<file path="src/rtl/capture_sequencer.sv">
// Command sequencer: decodes rx bytes, runs test/sampler/reader units, arbitrates sample-memory ownership.
// Latency: rx_ready sampled at edge N drives registered outputs from edge N; done seen at edge M clears activate at M.
// Backpressure: none; non-abort bytes arriving while busy are dropped, abort always wins.
module capture_sequencer #(
    parameter int unsigned TIMEOUT_CYCLES = 50_000_000,
    parameter logic [7:0]  CMD_TEST       = 8'h11,
    parameter logic [7:0]  CMD_SAMPLE     = 8'h21,
    parameter logic [7:0]  CMD_READ       = 8'h22,
    parameter logic [7:0]  CMD_CAPTURE    = 8'h23,
    parameter logic [7:0]  CMD_ABORT      = 8'hFF
) (
    input  logic       clk_50mhz,
    input  logic       reset,
    input  logic       rx_ready,
    input  logic [7:0] rx_data,
    output logic       test_activate,
    input  logic       test_done,
    output logic       sampler_activate,
    input  logic       sampler_done,
    output logic       reader_activate,
    input  logic       reader_done,
    output logic       mem_owner,
    output logic       busy,
    output logic [1:0] err_code,
    output logic [7:0] state_code
);

    localparam int unsigned CNT_W = (TIMEOUT_CYCLES > 2) ? $clog2(TIMEOUT_CYCLES) : 1;
    localparam logic [CNT_W-1:0] CNT_LAST = CNT_W'(TIMEOUT_CYCLES - 1);

    typedef enum logic [2:0] {
        IDLE, RUN_TEST, RUN_SAMPLE, GAP, RUN_READ, ERROR
    } state_t;

    state_t           state;
    logic             cap_mode;
    logic [CNT_W-1:0] cnt;
    logic             unit_done;
    logic             abort_req;

    // A done only counts while its own activate is high, so stale levels are ignored.
    always_comb begin
        unit_done = 1'b0;
        case (state)
            RUN_TEST:   unit_done = test_done & test_activate;
            RUN_SAMPLE: unit_done = sampler_done & sampler_activate;
            RUN_READ:   unit_done = reader_done & reader_activate;
            default:    unit_done = 1'b0;
        endcase
    end

    assign abort_req = rx_ready && (rx_data == CMD_ABORT);

    always_ff @(posedge clk_50mhz) begin
        if (!reset) begin
            state            <= IDLE;
            cap_mode         <= 1'b0;
            cnt              <= '0;
            test_activate    <= 1'b0;
            sampler_activate <= 1'b0;
            reader_activate  <= 1'b0;
            mem_owner        <= 1'b0;
            busy             <= 1'b0;
            err_code         <= 2'b00;
            state_code       <= 8'h00;
        end else begin
            case (state)
                IDLE: begin
                    if (rx_ready) begin
                        cnt <= '0;
                        if (rx_data == CMD_TEST) begin
                            state         <= RUN_TEST;
                            test_activate <= 1'b1;
                            busy          <= 1'b1;
                            state_code    <= CMD_TEST;
                        end else if (rx_data == CMD_SAMPLE || rx_data == CMD_CAPTURE) begin
                            state            <= RUN_SAMPLE;
                            sampler_activate <= 1'b1;
                            busy             <= 1'b1;
                            cap_mode         <= (rx_data == CMD_CAPTURE);
                            state_code       <= rx_data;
                        end else if (rx_data == CMD_READ) begin
                            state      <= GAP;
                            mem_owner  <= 1'b1;
                            busy       <= 1'b1;
                            cap_mode   <= 1'b0;
                            state_code <= CMD_READ;
                        end else if (rx_data != CMD_ABORT) begin
                            state      <= ERROR;
                            err_code   <= 2'b01;
                            state_code <= 8'hEE;
                        end
                    end
                end
                RUN_TEST, RUN_SAMPLE, RUN_READ: begin
                    if (abort_req || (unit_done && !(state == RUN_SAMPLE && cap_mode))) begin
                        state            <= IDLE;
                        cap_mode         <= 1'b0;
                        test_activate    <= 1'b0;
                        sampler_activate <= 1'b0;
                        reader_activate  <= 1'b0;
                        mem_owner        <= 1'b0;
                        busy             <= 1'b0;
                        state_code       <= 8'h00;
                    end else if (unit_done) begin
                        // Capture: sampler finished, hand memory to the reader via one idle GAP cycle.
                        state            <= GAP;
                        sampler_activate <= 1'b0;
                        mem_owner        <= 1'b1;
                    end else if (cnt == CNT_LAST) begin
                        state            <= ERROR;
                        cap_mode         <= 1'b0;
                        test_activate    <= 1'b0;
                        sampler_activate <= 1'b0;
                        reader_activate  <= 1'b0;
                        mem_owner        <= 1'b0;
                        busy             <= 1'b0;
                        err_code         <= 2'b10;
                        state_code       <= 8'hEE;
                    end else begin
                        cnt <= cnt + 1'b1;
                    end
                end
                GAP: begin
                    if (abort_req) begin
                        state      <= IDLE;
                        cap_mode   <= 1'b0;
                        mem_owner  <= 1'b0;
                        busy       <= 1'b0;
                        state_code <= 8'h00;
                    end else begin
                        state           <= RUN_READ;
                        reader_activate <= 1'b1;
                        cnt             <= '0;
                    end
                end
                ERROR: begin
                    if (rx_ready) begin
                        state      <= IDLE;
                        err_code   <= 2'b00;
                        state_code <= 8'h00;
                    end
                end
                default: begin
                    state <= IDLE;
                end
            endcase
        end
    end

endmodule

</file>
<file path="config.mk">
export PLATFORM = sky130hd
export DESIGN_NAME = capture_sequencer
export DESIGN_NICKNAME = d
export VERILOG_FILES = /design/src/rtl/capture_sequencer.sv
export SDC_FILE = /design/constraint.sdc
export NUM_CORES = 1
export LEC_CHECK = 0
export BUFFER_PORTS_ARGS = -buffer_cell sky130_fd_sc_hd__buf_4
export CORE_MARGIN = 1.5
export CORE_UTILIZATION = 56
export CTS_CLUSTER_SIZE = 10
export DETAILED_ROUTE_END_ITERATION = 6
export PLACE_DENSITY = 0.76
export SKIP_LAST_GASP = 1
export SYNTH_ARGS = -nofsm -noshare
export SYNTH_HDL_FRONTEND = slang
export SYNTH_SLANG_ARGS = --single-unit
</file>
<file path="constraint.sdc">
create_clock -name clk_50mhz -period 2.8 [get_ports clk_50mhz]
set_input_delay 0.28 -clock clk_50mhz [delete_from_list [all_inputs] [get_ports clk_50mhz]]
set_output_delay 0.28 -clock clk_50mhz [all_outputs]
set_load 0.02 [all_outputs]
</file>
==> out/qor.yml, run 1 <==
yosys:
  syn_inst: 350
  netlist_top_cells_count: "dfxtp_1, nand2_1, nor2_1"
  post_synth_and_or_nand_nor_area_fraction: 0.335
  synth_area_leaders: "dfxtp_1, nand2_1, nor2_1, a21oi_1, o221a_2"
  synthesized_area_fraction_occupied_by_xor_and_xnor_cells: 0.00318
  synth-seq-area-share: 0.328
  ys_async_sr_fraction: 0
  synth.most_common_cell: "dfxtp_1"
  ys_warn_count: 0
  synth_edf_count: 0
  synth_nets: 365
  synth_compound_gate_area_share: 0.274
  mappedNetlistArea_mm2: 0.00275
  library_cell_occupying_the_most_area_in_the_post_synthesis_netlist: "dfxtp_1"
  yosys_register_bits: 45
  postSynthAreaPerCell_um2: 7.86
  main_combinational_cell_family_by_area_after_synthesis: "simple AND/OR/NAND/NOR gates"
  yosysTopAreaCellShare: 0.328
  post_synth_num_cell_types: 69
  yosys.area_share.adder: 0.00455
  synth_mux_area_frac: 0.0150
  ys.flop_type: "dfxtp_1"
route:
  detail_route.iter0.violations: 166
  drt-total-wl_um: 7240
  dr_total_vias: 2874
  routed_via_density: 6.29
  detailedRoute.firstPassIterationCount: 5
  final_antenna_net_count: 0
  drc: 0
  routedWlPerCell_um: 15.8
finish:
  drive_above_1_share: 0.213
  layout.nets: 404
  area_delta_synth_final_pct: 18.4
  antenna_cells: 0
  layout.filler_cells: 408
global_route:
  grt_first_pass_wirelength_um: 11900
  grt_overflow_total: 0
  grt_pass1_vias: 2669
  grt_start_max_net_pins: 25
  antenna_violations_before_repair: 0
  gr-usage-all-layers: 0.284
placed_design:
  port_buffers: 28
  setup_slack_at_placement_ns: 0.175
  gp_congestion: 0.932
  place_hpwl_um: 5260
sta:
  period_needed_ns: 2.65
  fin_crit_sh: 0.945
  finalClockSkew_ns: 0.00716
  rsz0062_at_grt: "no"
  timing.hold.ws_ns: 0.307
  totalNegativeSetupSlack_ns: 0
  fmax_ghz: 0.378
  worst_max_slew_pin_slew_ns: 1.03
  finalHoldViolations: 0
  max-slew-margin-rel: 0.306
  finalMaxSlewViolations: 0
  postLayoutSetupSlackWorst_ns: 0.153
  finalSetupViolCount: 0
pwr:
  p_leak_nw: 1.23
  internal_power_mw: 1.58
  power_frac_seq: 0.300
  power_switching_share: 0.394
  vdd_drop_max_v: 0.000544
  comb_power_share: 0.477
  p_per_area_mw_per_mm2: 800
  net_switching_power_of_the_design_mw: 1.03
  clkPwrFrac: 0.222
floorplan:
  num_rows: 25
  num_io_pins: 29
  fp.dieH_um: 73.1
  fp.coreArea_mm2: 0.00472
  initial_utilization: 0.582
  design.die.area_mm2: 0.00534
  horizontal_die_dimension_um: 73.1
worst_setup_path:
  critPathCaptureType: "flop"
  critical_path_peak_fanout: 8
  timing.critical_path.from_type: "flop"
  critical_path_at_ns: 2.85
  timing_worst_setup_path_type: "reg -> reg"
  crit_required_ns: 3.00
  reg2regPathDepth: 9
worst_hold_path:
  timing.hold.worst.class: "in -> reg"
  hold_path_depth: 3
clock_tree:
  clkTransAtPathRegs_ns: 0.09
  cts_post_setup_buffers_inserted: 0
  clock_sink_count: 45
  cts_repair_resizes: 0
  ctsRootBufferMaster: "clkbuf_8"
  tritoncts_clock_tree: "built"
  tritoncts.num_buffers: 5
  max_root_sink_buffers: 2
  cts_hold_buf: 0
  worstSkewPairLatency_ns: 0.30
  clock_tree.htree_level_count: 2
job:
  max_cap_viol_count: 0
outcome:
  run_status: "complete, no violations"
power by group through the flow:
| stage | Clock (mW) | Combinational [mW] | Sequential, mW |
|---|---|---|---|
| floorplan | 0 | 0.760 | 0.855 |
| global placement | 0 | 1.22 | 0.791 |
| detailed placement | 0 | 1.23 | 0.795 |
| CTS | 0.586 | 1.24 | 0.781 |
| global route | 0.618 | 1.36 | 0.793 |
| finish | 0.579 | 1.24 | 0.782 |
final timing paths:
check	startpoint	endpoint	slack, ns
max	cnt[0]	cnt[20]	0.15
min	rx_data[1]	cap_mode	0.31
max reg2reg	cnt[0]	cnt[20]	0.15
min reg2reg	state_code[4]	state_code[4]	0.46
worst max-delay path, cell delays in order (launching register included):
cell	delay, ns
dfxtp_1	0.39
ha_1	0.22
nand3_1	0.15
or4_1	0.61
o21ai_2	0.21
or3_1	0.30
buf_4	0.23
buf_4	0.14
nor2_1	0.04
o221a_2	0.26
registers in the layout, indices dropped and copies added (netlist names):
| register | count |
|---|---|
| state | 3 |
| cap_mode | 1 |
| cnt | 26 |
| state_code | 8 |
| test_activate | 1 |
| busy | 1 |
| reader_activate | 1 |
| sampler_activate | 1 |
| err_code | 2 |
| mem_owner | 1 |
final cells by class:
class	instances	area, um2	area share
Sequential cell	45	901	0.277
Inverter	4	15.0	0.00461
Clock buffer	5	68.8	0.0211
Clock inverter	3	65.1	0.0200
Multi-Input combinational cell	282	1740	0.534
Timing Repair Buffer	51	383	0.118
Tap cell	67	83.8	0.0257
cells in the final DEF, fill, tap and decap left out, drive strengths merged, types with 2 or more instances in the layout:
master   synthesis  routed
nand2b           3       3
o21a             5       5
nor4bb           2       2
inv              4       4
a211oi           2       2
or2              4       4
nor2b            4       4
and2             4       4
bufinv           0       2
a21oi           22      22
o31a             2       2
a31oi            4       4
o22ai            2       2
dfxtp           45      45
nor3            10      10
or4              6       6
nand3b           4       4
a22oi            4       4
nand4b           3       3
o211ai           3       3
nor2            38      38
o31ai            3       3
nand3           17      17
o2111ai          2       2
or3              7       7
nand4           10      10
buf              8      51
o21ai           20      20
clkbuf          11       5
o221a            9       9
o32ai            2       2
a31o             3       3
nor4             5       5
a21boi           4       4
and4             3       3
o41ai            3       3
mux2i            3       3
and3             7       7
nand2           41      41
metrics by stage:
step	total power, mW	utilization	area, um2	instances
floorplan	1.61	-	2750	350
CTS	2.60	0.689	3260	457
finish	2.61	0.689	3260	457
detailed placement	2.02	0.661	3120	449
global placement	2.01	0.661	3120	449
global route	2.77	0.689	3260	457
layer usage:
metal | up-vias | global-route usage | routed length, um
met5 | - | 0 | 0
met3 | 20 | 0.0677 | 377
met1 | 1324 | 0.354 | 3230
met2 | 112 | 0.470 | 3460
li1 | 1418 | - | -
met4 | 0 | 0.111 | 181
cell families (layout without fill, tap and decap cells):
logic type	count (synthesis)	after routing
AOI/OAI and AO/OA	102	102
xor gates and xnor gates	1	1
adders and majority gates	1	1
buffers and inverters	23	63
DFF	45	45
muxes	4	4
and+or+nand+nor	174	174
Power figures use the tool's default switching activity.
==> run 2: changes to the inputs <==
==> constraint.sdc (replaced) <==
create_clock -name clk_50mhz -period 3.09 [get_ports clk_50mhz]
set_input_delay 0.309 -clock clk_50mhz [delete_from_list [all_inputs] [get_ports clk_50mhz]]
set_output_delay 0.309 -clock clk_50mhz [all_outputs]
set_load 0.02 [all_outputs]
==> run 2 against run 1 <==
Net effect: clock skew increased by 0.00065 ns; die area did not move; first-iteration DRC count increased by 22%.
==> out/qor.yml, run 2 (synthesis gave the netlist of run 1 again) <==
outcome:
  run_status: "complete, no violations"
placed_design:
  gp_congestion: 0.908  # -2.6%
  place_hpwl_um: 5210  # -0.93%
  port_buffers: 28  # unchanged
worst_setup_path:
  cp.buffers_inverters: 1  # -1
  cp_slowest_stage_delay_ns: 0.76  # +0.15 ns
  critPathLaunch: "state[1]"
  critical_path.slowest_cell: "dfxtp_1"
  critical_path_at_ns: 2.94  # +0.09 ns
  critPathCaptureType: "flop"
  crit_required_ns: 3.28  # +0.28 ns
  critical_path.cell_chain: "or3b_4, or2_1, o211ai_2, a211o_1, buf_4, o311ai_0, nand2_1"
  timing.critical_path.from_type: "flop"
  critical_path_peak_fanout: 21  # +13
  timing_worst_setup_path_type: "reg -> reg"
  cp_top_family: "compound AO/OA/AOI/OAI gates"
  worstReg2RegStart: "state[1]"
finish:
  drive_above_1_share: 0.185  # -0.0281
  layout.nets: 393  # -2.7%
  utilization: 0.661  # -0.0281
  register_with_the_most_flip_flops: "cnt"
  layout.filler_cells: 434  # +6.4%
  area_delta_synth_final_pct: 13.6
  total_area_of_multi_input_combinational_cells_mm2: 0.00174  # unchanged
  antenna_cells: 0  # unchanged
  sequential_cell_area_um2: 901  # unchanged
  highest_count_cells_in_the_layout_ignoring_fill_and_taps: "dfxtp_1, nand2_1, buf_4"
  largest_registers_ranked_by_flip_flop_count: "cnt: 26 flops, state_code: 8 flops, state: 3 flops"
  mostFrequentLayoutCell: "dfxtp_1"
  largest_register_ff_count: 26  # unchanged
sta:
  rsz0062_at_grt: "no"
  fin_crit_sh: 0.888  # -0.0570
  period_needed_ns: 2.75  # +0.0982 ns
  fmax_ghz: 0.364  # -3.6%
  finalMaxSlewViolations: 0  # unchanged
  finalHoldViolations: 0  # unchanged
  finalSetupViolCount: 0  # unchanged
  max-slew-margin-rel: 0.424  # +0.118
  worst_max_slew_pin_slew_ns: 0.863  # -0.169 ns
  finalClockSkew_ns: 0.00781  # +0.000651 ns
  totalNegativeSetupSlack_ns: 0  # unchanged
floorplan:
  horizontal_die_dimension_um: 73.1  # unchanged
  num_io_pins: 29  # unchanged
  num_rows: 25  # unchanged
  fp.dieH_um: 73.1  # unchanged
  fp.coreArea_mm2: 0.00472  # unchanged
  design.die.area_mm2: 0.00534  # unchanged
  initial_utilization: 0.582  # unchanged
route:
  routed_via_density: 6.41  # +1.9%
  detailedRoute.firstPassIterationCount: 5  # unchanged
  routedWlPerCell_um: 16.3  # +2.6%
  drt-total-wl_um: 7250  # +0.14%
  dr_total_vias: 2859  # -0.52%
  drc: 0  # unchanged
  detail_route.iter0.violations: 203  # +22%
  final_antenna_net_count: 0  # unchanged
worst_hold_path:
  hold_path_startpoint: "rx_data[1]"
  timing.hold.worst.class: "in -> reg"
clock_tree:
  cts_repair_resizes: 0  # unchanged
  cts_post_setup_buffers_inserted: 0  # unchanged
  worstSkewPairLatency_ns: 0.31  # about the same
  clock_sink_count: 45  # unchanged
  clock_tree.htree_level_count: 2  # unchanged
  tritoncts_clock_tree: "built"
  max_root_sink_buffers: 2  # unchanged
  cts_hold_buf: 0  # unchanged
  ctsRootBufferMaster: "clkbuf_8"
  clkTransAtPathRegs_ns: 0.08  # about the same
  tritoncts.num_buffers: 5  # unchanged
pwr:
  totalPowerFinal_mw: 2.16  # -17%
  p_per_area_mw_per_mm2: 692  # -14%
  vdd_drop_max_v: 0.000386  # -29%
  p_leak_nw: 1.15  # -6.7%
global_route:
  grt_first_pass_wirelength_um: 11800  # -1.0%
  antenna_violations_before_repair: 0  # unchanged
  gr-usage-all-layers: 0.281  # -0.00280
  grt_pass1_vias: 2513  # -5.8%
  grt_start_max_net_pins: 25  # unchanged
  grt_overflow_total: 0  # unchanged
job:
  max_cap_viol_count: 0  # unchanged
## run 2: changes by cell type in the layout (fill, tap and decap cells not counted), sizes merged
cell / delta
buf: -11
clkbuf: +2
clkinvlp: +1
clkinv: -1
bufinv: -2
## run 2: layout make-up
type                            count  area share
Clock buffer                        7      0.0244
Clock inverter                      1     0.00240
Inverter                            4     0.00481
Multi-Input combinational cell    282       0.557
Sequential cell                    45       0.288
Tap cell                           67      0.0268
Timing Repair Buffer               40      0.0962
## run 2: final timing paths
check / endpoint / slack [ns] / cells after the start
hold reg to reg: state_code[0] / 0.46 / 2
hold / removal: cap_mode / 0.34 / 3
setup reg to reg: cnt[7] / 0.34 / 7
setup / recovery: cnt[7] / 0.34 / 7
## run 2: metal layers
metal	GRT usage	part of all wire
met4	0.107	0.023
met1	0.358	0.43
met5	0	0
met2	0.468	0.48
met3	0.0525	0.065
## run 2: metrics by stage
| step | setup slack, ns | cell area [um2] | hold WS [ns] | std cells |
|---|---|---|---|---|
| 6_report | 0.345 | 3120 | 0.340 | 446 |
| 3_3_place_gp | 0.476 | 3040 | 0.444 | 438 |
| 3_5_place_dp | 0.412 | 3040 | 0.452 | 438 |
| 2_1_floorplan | 0.774 | 2750 | 0.451 | 350 |
| 5_1_grt | 0.168 | 3120 | 0.354 | 446 |
| 4_1_cts | 0.379 | 3120 | 0.326 | 446 |
## run 2: power breakdown
group	leakage [nW]	internal (mW)	switching [mW]
Sequential	0.366	0.655	0.0799
Clock	0.0385	0.160	0.208
Combinational	0.748	0.423	0.636
Total	1.15	1.24	0.924
## run 2: worst reg2reg max path: stages (launching register included)
cell	delay (ns)
dfxtp_1	0.76
or3b_4	0.30
or2_1	0.20
o211ai_2	0.18
a211o_1	0.53
buf_4	0.26
o311ai_0	0.34
nand2_1	0.08
==> run 3: changes to the inputs <==
--- a/config.mk
+++ b/config.mk
@@ -8,6 +8,7 @@
 export BUFFER_PORTS_ARGS = -buffer_cell sky130_fd_sc_hd__buf_4
 export CORE_MARGIN = 1.5
 export CORE_UTILIZATION = 56
+export CTS_BUF_LIST = sky130_fd_sc_hd__clkbuf_8
 export CTS_CLUSTER_SIZE = 10
 export DETAILED_ROUTE_END_ITERATION = 6
 export PLACE_DENSITY = 0.76
==> run 3 against run 2 <==
Net effect: clock power decreased by 2%; routed wire length down 0.32%; critical path depth unchanged; clock skew is 0.00086 ns lower; maximum frequency up 0.49%; power down 0.47%; die area is the same; count of clock-buffer cells in the layout down 2; hold slack got worse by 0.00051 ns.
==> out/qor.yml, run 3 (synthesis gave the netlist of run 1 again) <==
worst_setup_path:
  critPathCaptureType: "flop"
  critical_path_peak_fanout: 21  # unchanged
  timing.critical_path.from_type: "flop"
  crit_required_ns: 3.28  # about the same
  critical_path_at_ns: 2.92  # -0.02 ns
  timing_worst_setup_path_type: "reg -> reg"
clock_tree:
  tritoncts_clock_tree: "built"
  cts_hold_buf: 0  # unchanged
  worstSkewPairLatency_ns: 0.31  # about the same
  clkTransAtPathRegs_ns: 0.08  # about the same
  clock_tree.htree_level_count: 2  # unchanged
  cts_post_setup_buffers_inserted: 0  # unchanged
  ctsRootBufferMaster: "clkbuf_8"
  tritoncts.num_buffers: 5  # unchanged
  max_root_sink_buffers: 2  # unchanged
  cts_repair_resizes: 0  # unchanged
  clock_sink_count: 45  # unchanged
finish:
  area_delta_synth_final_pct: 13.6  # unchanged
  drive_above_1_share: 0.185  # unchanged
  final_design_area_no_fill_mm2: 0.00312  # unchanged
  largest_register_ff_count: 26  # unchanged
  register_with_the_most_flip_flops: "cnt"
  largest_registers_ranked_by_flip_flop_count: "cnt: 26 flops, state_code: 8 flops, state: 3 flops"
  mostFrequentLayoutCell: "dfxtp_1"
  highest_count_cells_in_the_layout_ignoring_fill_and_taps: "dfxtp_1, nand2_1, buf_4"
  layout.nets: 393  # unchanged
  antenna_cells: 0  # unchanged
route:
  detail_route.iter0.violations: 214  # +5.4%
  routed_via_density: 6.36  # -0.80%
  drt-total-wl_um: 7230  # -0.32%
  detailedRoute.firstPassIterationCount: 5  # unchanged
  dr_total_vias: 2836  # -0.80%
  routedWlPerCell_um: 16.2  # -0.32%
  drc: 0  # unchanged
  final_antenna_net_count: 0  # unchanged
job:
  max_cap_viol_count: 0  # unchanged
pwr:
  power_frac_seq: 0.341  # about the same
  p_per_area_mw_per_mm2: 689  # -0.47%
  comb_power_share: 0.490  # about the same
  power_switching_share: 0.428  # about the same
  clkPwrFrac: 0.168  # -0.003
  internal_power_mw: 1.23  # -0.53%
  totalPowerFinal_mw: 2.15  # -0.47%
  vdd_drop_max_v: 0.000386  # about the same
  p_leak_nw: 1.16  # +0.72%
  net_switching_power_of_the_design_mw: 0.920  # -0.38%
global_route:
  grt_pass1_vias: 2513  # unchanged
  grt_first_pass_wirelength_um: 11800  # unchanged
  grt_overflow_total: 0  # unchanged
  grt_start_max_net_pins: 25  # unchanged
  gr-usage-all-layers: 0.281  # unchanged
  antenna_violations_before_repair: 0  # unchanged
sta:
  fin_crit_sh: 0.884  # -0.00434
  max-slew-margin-rel: 0.425  # +0.000698
  period_needed_ns: 2.73  # -0.0134 ns
  finalMaxSlewViolations: 0  # unchanged
  finalSetupViolCount: 0  # unchanged
  rsz0062_at_grt: "no"
  worst_max_slew_pin_slew_ns: 0.862  # -0.00105 ns
  totalNegativeSetupSlack_ns: 0  # unchanged
  finalHoldViolations: 0  # unchanged
  fmax_ghz: 0.366  # +0.49%
  finalClockSkew_ns: 0.00694  # -0.000865 ns
floorplan:
  design.die.area_mm2: 0.00534  # unchanged
  horizontal_die_dimension_um: 73.1  # unchanged
  num_rows: 25  # unchanged
  num_io_pins: 29  # unchanged
  fp.coreArea_mm2: 0.00472  # unchanged
  fp.dieH_um: 73.1  # unchanged
  initial_utilization: 0.582  # unchanged
worst_hold_path:
  timing.hold.worst.class: "in -> reg"
placed_design:
  place_hpwl_um: 5210  # unchanged
  gp_congestion: 0.908  # unchanged
  port_buffers: 28  # unchanged
  detailed_place.area_mm2: 0.00304  # unchanged
outcome:
  run_status: "complete, no violations"
## run 3: cell types whose count changed in the layout (fill, tap and decap cells not counted)
cell,change
clkbuf_1,-2
inv_1,+2
## run 3: path summary, 6_finish.rpt
check / start / endpoint / slack [ns] / cells after the start
worst min-delay path: rx_ready / sampler_activate / 0.34 / 3
worst min register to register: state_code[0] / state_code[0] / 0.46 / 2
worst max-delay path: state[1] / cnt[7] / 0.36 / 7
worst max register to register: state[1] / cnt[7] / 0.36 / 7
## run 3: through the flow
stage | setup slack, ns | utilization | hold slack (ns) | std cells
floorplan | 0.774 | - | 0.451 | 350
global placement | 0.476 | 0.643 | 0.444 | 438
detailed placement | 0.412 | 0.643 | 0.452 | 438
CTS | 0.379 | 0.661 | 0.326 | 446
global route | 0.169 | 0.661 | 0.354 | 446
finish | 0.358 | 0.661 | 0.339 | 446
## run 3: worst max-delay path: stages, from the launching register on
cell      delay, ns
dfxtp_1        0.75
or3b_4         0.29
or2_1          0.20
o211ai_2       0.18
a211o_1        0.53
buf_4          0.25
o311ai_0       0.34
nand2_1        0.08
## run 3: layer usage
metal	vias up	part of all wire	global-route usage
met2	111	0.48	0.468
met4	0	0.023	0.107
met3	15	0.059	0.0525
met1	1328	0.44	0.358
li1	1382	-	-
met5	-	0	0
## run 3: power groups by stage
stage	Clock, mW	Sequential (mW)	Combinational [mW]
3_3_place_gp	0	0.742	1.04
3_5_place_dp	0	0.745	1.04
6_report	0.362	0.735	1.05
4_1_cts	0.364	0.732	1.05
2_1_floorplan	0	0.775	0.688
5_1_grt	0.384	0.745	1.17
## run 3: area by class of cell
cell class                 count  area (um2)
timing repair buffer          40         300
tap                           67        83.8
clock buffer                   5        68.8
multi-input combinational    282        1740
sequential                    45         901
inverter                       4        15.0
fill                         434        1600
clock inverter                 3        15.0
